File: config.mk
export PLATFORM = sky130hd
export DESIGN_NAME = stream_mux_rr
export DESIGN_NICKNAME = d
export VERILOG_FILES = /design/src/rtl/stream_mux_pkg.sv /design/src/rtl/rr_arbiter.sv /design/src/rtl/stream_mux_rr.sv
export SDC_FILE = /design/constraint.sdc
export NUM_CORES = 1
export LEC_CHECK = 0
export CAP_MARGIN = 20
export CORE_UTILIZATION = 39
export CTS_CLUSTER_DIAMETER = 200
export DETAILED_ROUTE_END_ITERATION = 8
export GPL_TIMING_DRIVEN = 0
export PLACE_DENSITY = 0.82
export RECOVER_POWER = 25
export SLEW_MARGIN = 15
export SYNTH_ARGS = -nofsm -noshare
export SYNTH_HDL_FRONTEND = slang
export SYNTH_HIERARCHICAL = 1
export SYNTH_SLANG_ARGS = --single-unit
File: constraint.sdc
create_clock -name clk -period 3 [get_ports clk]
set_clock_uncertainty 0.2 [all_clocks]
set_input_delay 0.6 -clock clk [delete_from_list [all_inputs] [get_ports clk]]
set_output_delay 0.6 -clock clk [all_outputs]
set_load 0.02 [all_outputs]
File: src/rtl/stream_mux_pkg.sv
// rtl/stream_mux_pkg.sv - shared mode constants and index-width helper for stream_mux_rr
package stream_mux_pkg;

  // Mode input encoding
  localparam logic MODE_SEL = 1'b0;
  localparam logic MODE_RR  = 1'b1;

  // Width of a channel index; never less than one bit
  function automatic int idx_w(input int n);
    return (n > 1) ? $clog2(n) : 1;
  endfunction

endpackage

File: src/rtl/rr_arbiter.sv
// rtl/rr_arbiter.sv - select / round-robin grant logic for stream_mux_rr
module rr_arbiter
  import stream_mux_pkg::*;
#(
  parameter  int N  = 4,
  localparam int IW = idx_w(N)
) (
  input  logic [N-1:0]  req,
  input  logic [IW-1:0] ptr,
  input  logic          mode,
  input  logic [IW-1:0] sel,
  output logic [IW-1:0] grant,
  output logic          grant_valid
);

  // Pick the granted channel; the round-robin search runs from the farthest
  // candidate back to ptr so the last hit is the first channel at or after ptr
  always_comb begin
    int idx;
    grant       = '0;
    grant_valid = 1'b0;
    idx         = 0;
    if (mode == MODE_SEL) begin
      // An out-of-range select index never grants
      if (int'(sel) < N) begin
        grant       = sel;
        grant_valid = req[sel];
      end
    end else begin
      for (int k = N - 1; k >= 0; k--) begin
        idx = (int'(ptr) + k) % N;
        if (req[idx[IW-1:0]]) begin
          grant       = idx[IW-1:0];
          grant_valid = 1'b1;
        end
      end
    end
  end

endmodule

File: src/rtl/stream_mux_rr.sv
// rtl/stream_mux_rr.sv - N-to-1 stream mux with select/round-robin arbitration; STREAM_MUX_CNT_EN adds xfer_cnt
module stream_mux_rr
  import stream_mux_pkg::*;
#(
  parameter  int WIDTH = 8,
  parameter  int N     = 4,
  localparam int IW    = idx_w(N)
) (
  input  logic               clk,
  input  logic               rst,
  input  logic [N*WIDTH-1:0] in_data,
  input  logic [N-1:0]       in_valid,
  output logic [N-1:0]       in_ready,
  input  logic [IW-1:0]      sel,
  input  logic               mode,
  output logic [WIDTH-1:0]   out_data,
  output logic               out_valid,
  input  logic               out_ready
`ifdef STREAM_MUX_CNT_EN
  ,
  output logic [15:0]        xfer_cnt
`endif
);

  logic [WIDTH-1:0] out_data_q, out_data_d;
  logic             out_valid_q, out_valid_d;
  logic [IW-1:0]    rr_ptr_q, rr_ptr_d;
  logic [IW-1:0]    grant;
  logic             grant_valid;
  logic             load;
  logic             xfer;

  rr_arbiter #(.N(N)) u_arb (
    .req         (in_valid),
    .ptr         (rr_ptr_q),
    .mode        (mode),
    .sel         (sel),
    .grant       (grant),
    .grant_valid (grant_valid)
  );

  // Output register next state: load when empty or draining, so a drain and a
  // load in the same cycle keep one word per cycle; reset blocks any transfer
  always_comb begin
    load        = !out_valid_q || out_ready;
    xfer        = load && grant_valid && !rst;
    in_ready    = '0;
    out_data_d  = out_data_q;
    out_valid_d = out_valid_q;
    rr_ptr_d    = rr_ptr_q;
    if (xfer) begin
      in_ready[grant] = 1'b1;
      out_data_d      = in_data[int'(grant)*WIDTH +: WIDTH];
      out_valid_d     = 1'b1;
      if (mode == MODE_RR) begin
        rr_ptr_d = (int'(grant) == N - 1) ? '0 : grant + IW'(1);
      end
    end else if (out_valid_q && out_ready) begin
      out_valid_d = 1'b0;
    end
  end

  // State registers
  always_ff @(posedge clk) begin
    if (rst) begin
      out_data_q  <= '0;
      out_valid_q <= 1'b0;
      rr_ptr_q    <= '0;
    end else begin
      out_data_q  <= out_data_d;
      out_valid_q <= out_valid_d;
      rr_ptr_q    <= rr_ptr_d;
    end
  end

  assign out_data  = out_data_q;
  assign out_valid = out_valid_q;

`ifdef STREAM_MUX_CNT_EN
  logic [15:0] cnt_q, cnt_d;

  // Count output handshakes, wrapping naturally at 16 bits
  always_comb begin
    cnt_d = cnt_q;
    if (out_valid_q && out_ready) cnt_d = cnt_q + 16'd1;
  end

  // Counter register
  always_ff @(posedge clk) begin
    if (rst) cnt_q <= '0;
    else     cnt_q <= cnt_d;
  end

  assign xfer_cnt = cnt_q;
`endif

endmodule

=== Word-level counts from Yosys, hierarchy flattened ===
Cells that the tools add are included.

* Flip-flop bits (word level): 11
* Logic and storage cells: 51
* Output and inout bits: 13
* Input bits: 42

* Reduce and logical (&&, ||, !) cells: 9
* Magnitude comparators: 7
* Muxes and demuxes: 26
* Equal/unequal tests: 1
* Shifts and indexed selects: 1
* Add/sub/neg operators: 4

{| class="wikitable"
|+ Operator list
! operator !! count
|-
| 32-bit by 6-bit variable part select with 8-bit output || 1
|-
| 2-bit by 3-bit less-than comparator with 1-bit output, second input constant || 6
|-
| 1-bit 2-to-1 mux || 13
|-
| 2-bit 2-to-1 mux || 6
|-
| 1-bit binary-select mux with 2-bit select || 5
|-
| 2-bit by 1-bit adder with 2-bit output, second input constant || 2
|-
| 2-bit adder, second input constant || 2
|-
| 1-bit logical AND || 4
|-
| 4-bit 2-to-1 mux || 1
|-
| 1-bit demux with 2-bit select || 1
|-
| 2-bit by 1-bit equality test with 1-bit output, second input constant || 1
|-
| 2-bit by 1-bit greater-or-equal comparator with 1-bit output, second input constant || 1
|-
| 1-bit logical NOT || 2
|-
| 2-bit AND reduction || 1
|-
| 2-bit nonzero test || 1
|-
| 1-bit logical OR || 1
|}

=== Depth between registers and ports, before layout ===
* Depth in word-level cells: 13
* Mapped depth: 9

=== By module ===
The synthesis kept the hierarchy.

{| class="wikitable"
|+ By module, submodules not included
! module !! cells each !! area each (µm²) !! seq. area each (µm²) !! times used
|-
| stream_mux_rr || 73 || 724.4 || 220.2 || 1
|-
| rr_arbiter || 23 || 142.6 || 0.0 || 1
|}

=== Worst setup path before layout ===
OpenSTA, ideal clock, no wires.

* Path kind: input-to-output
* Start point: input port sel[1]
* End point: output port in_ready[1]
* Path slack: 366 ps
* Stages on the path: 6
* Path buffers: 1
* Data arrival time: 1834 ps
* Path through: mux4_2 nor2_1 a21oi_1 nor2b_1 buf_2 and3_1

* Word-level cells in the longest chain between the ends: 6
* Elaborated cells on any way between the ends: 12
* Those cells by class: order compare (2); mux (7); reduce/logical (3)

{| class="wikitable"
|+ Ends and longest elaborated chain
! element !! line !! RTL
|-
| from (decl) || stream_mux_rr.sv:14 || <nowiki>input logic [IW-1:0] sel,</nowiki>
|-
| 1-bit binary-select mux with 2-bit select || rr_arbiter.sv:27 || <nowiki>grant_valid = req[sel];</nowiki>
|-
| 1-bit 2-to-1 mux (implied by the code) || rr_arbiter.sv:27 ||
|-
| 1-bit 2-to-1 mux || rr_arbiter.sv:23 || <nowiki>if (mode == MODE_SEL) begin</nowiki>
|-
| net grant_valid || stream_mux_rr.sv:29 || <nowiki>logic grant_valid;</nowiki>
|-
| 1-bit logical AND (2 in a row) || stream_mux_rr.sv:46 || <nowiki>xfer = load && grant_valid && !rst;</nowiki>
|-
| 4-bit 2-to-1 mux || stream_mux_rr.sv:51 || <nowiki>if (xfer) begin</nowiki>
|-
| to (decl) || stream_mux_rr.sv:13 || <nowiki>output logic [N-1:0] in_ready,</nowiki>
|}

The timed path passes the listed nets, and every way through them passes these cells. The select of a mux whose other input is x is not followed.

=== Worst setup path after layout ===
Ends and elaborated chain as after synthesis.

==> reports/metrics.csv <==
metric,value,unit
fillcell total,142,
Final Hold Viols,0,
"leading cell type in the layout, fill and taps excluded",clkdlybuf4s50_1,
Max VDD drop,0.000241,V
Slew headroom,68.4,%
post-detail-place hpwl,1.99,mm
first-pass iteration count of the detailed router,4,
grt ovf,0,
nets,203,
critical path capture point type,output port,
die area,2420,sq um
WHS Path Cells,2,
R2R Setup Slk,0.64,ns
"Avg Cell Area, Syn",9.03,sq um
via count,952,
CP Launch Type,primary input,
Max clock buf depth,2,
"Reg clk slew, reported paths",0.06,ns
WS Path Type,primary input to output port,
synth top area cells,"dfxtp_1, mux4_2, nand2b_1, ha_1, nand3_1",
max-cap violation count,0,
reg2reg path depth,9,
cell area after synthesis,867,sq um
total negative slack,0,ns
Via-to-Cell Ratio,5.20,
worst hold slack,0.264,ns
Finished Core Util,73.8,%
synthesized instance count,96,
most frequent cells in the layout,"clkdlybuf4s50_1, nand2b_1, dfxtp_1",
Worst-Margin Slew,0.473,ns
ys async rst share,0,%
Place WS,-0.813,ns
total power,0.502,mW
sequential share of the synthesized area,25.4,%
# DRC,0,
Post-CTS Hold Buffers,0,
Top Ports,55,
Final Max Tran Viols,0,
CTS H-Tree Depth,1,
Ys Warns,6,
fin crit period,2.96,ns
Starting Density,42.9,%
Num CTS Buffers,3,
required time of the critical path,2.20,ns
GP Congestion,0.837,
Root Buffer,clkbuf_4,
Seq cells post-synth,11,
status,"finished, final reports clean",
clk_lat worst skew,0.27,ns
mux contribution to synthesized area,23.4,%
# port buffers,54,
Die Y,49.2,microns
vias in the first global route,989,
Post-synth EDFFs,0,
Synth area leader,dfxtp_1,
cell breakdown of the critical path,"clkdlybuf4s15_1, mux4_2, nor2_2, a21oi_2, nor2b_4, buf_6, and3_1, buf_2",
wire length of the first global-routing pass,4.20,mm
Synth Flop Type,dfxtp_1,
Core Rows,16,
Synth Area in Compound Gates,13.9,%
1st-iter DRT viols,24,
main combinational cell family by area after synthesis,simple AND/OR/NAND/NOR gates,
post-synthesis adder-cell area fraction,5.77,%
DIE WIDTH,49.2,microns
final WL,2.51,mm
global-route total usage across every layer,22.3,%
Wirelength per Cell,13.7,microns
post-synthesis xor/xnor area fraction,0,%
leakage,0.595,nW
CP Data Arrival Time,2.16,ns
core area,2020,sq um
P&R area growth vs syn,72.0,%
"Distinct cells, synth",23,
Diodes inserted,0,
initial antenna violation count,0,
pin count of the biggest net entering global routing,11,
slowest CP cell,mux4_2,
antenna violation net count after detailed routing,0,
syn nets,142,
final setup fails,0,
clk sink count,11,
RSZ-0062 raised after global routing,false,
Setup WS post-layout,0.0418,ns
layout cells sized above 1,23.1,%
fin crit share,98.6,%
Worst Path Max Fanout,10,
worst hold path type,flop to flop,
top cell type's share of synthesized area,25.4,%
fmax,338,MHz
Power Density,337,nW/um^2
CTS tree,done,
simple-gate share of the synthesized area,26.0,%
Max stage delay on crit path,0.53,ns
[final timing paths]
check | from | to
worst min-delay path | out_data[0] | out_data[0]
worst min register to register | out_data[0] | out_data[0]
worst max-delay path | sel[1] | in_ready[1]
worst max register to register | rr_ptr_q[1] | out_data[1]
[registers in the layout, summed over array words and instances, names as in the netlist]
signal     cells
out_data       8
rr_ptr_q       2
out_valid      1
[synthesized netlist by cell type, types with 2 or more instances]
cell type   n
dfxtp_1    11
nand3_1     9
buf_2       3
ha_1        4
nand2_1     2
o21ai_1     8
and3_1      4
mux4_2      9
nor2b_1     3
nor2_1      5
o21ai_0     3
a21oi_1     7
inv_1       5
nand2b_1   12
nand4_1     2
o31ai_1     2
[power by group]
group          internal (mW)  switching (mW)  total (mW)
Sequential             0.164          0.0104       0.174
Clock                 0.0514          0.0464      0.0978
Combinational          0.132          0.0983       0.230
[timing repair]
item,CTS,global route
gates resized for setup,33,15
endpoints found under the setup margin,4,4
gates cloned,0,0
setup buffers,2,0
hold endpoints to repair,0,0
pin swaps,2,2
[logic make-up (layout without fill, tap and decap cells)]
| group | Yosys count | in the layout |
|---|---|---|
| muxes | 9 | 9 |
| adders and majority gates | 4 | 4 |
| AOI/OAI and AO/OA | 22 | 22 |
| buffers and inverters | 10 | 70 |
| and+or+nand+nor | 40 | 40 |
| DFF | 11 | 11 |
[metal layers]
metal	global-route usage [%]	up-vias	share of wire, %
li1	-	476	-
met3	3.74	4	3.7
met5	0	-	0
met4	6.37	0	1.2
met1	26.7	441	43
met2	40.4	31	52
[cell type report]
type | count | area (sq um) | area share [%]
multi-input cells | 75 | 629 | 42.2
repair buffers | 56 | 524 | 35.2
flip-flops and latches | 11 | 220 | 14.8
plain buffers | 5 | 38.8 | 2.60
well taps | 27 | 33.8 | 2.27
clock buffers | 4 | 26.3 | 1.76
inverters | 5 | 18.8 | 1.26
[critical path: cells and delay by family]
family	cells	cell delay (ns)
multiplexers	1	0.53
AO/OA/AOI/OAI	1	0.06
buffers and inverters	3	0.50
AND/OR/NAND/NOR	3	0.46
[metrics by stage]
step | area (sq um) | cells
final | 1490 | 183
after global routing | 1490 | 183
after CTS | 1500 | 183
after detailed placement | 1440 | 177
after global placement | 1440 | 177
after floorplan | 867 | 96
Note: power is estimated with default switching activity, not from simulation.
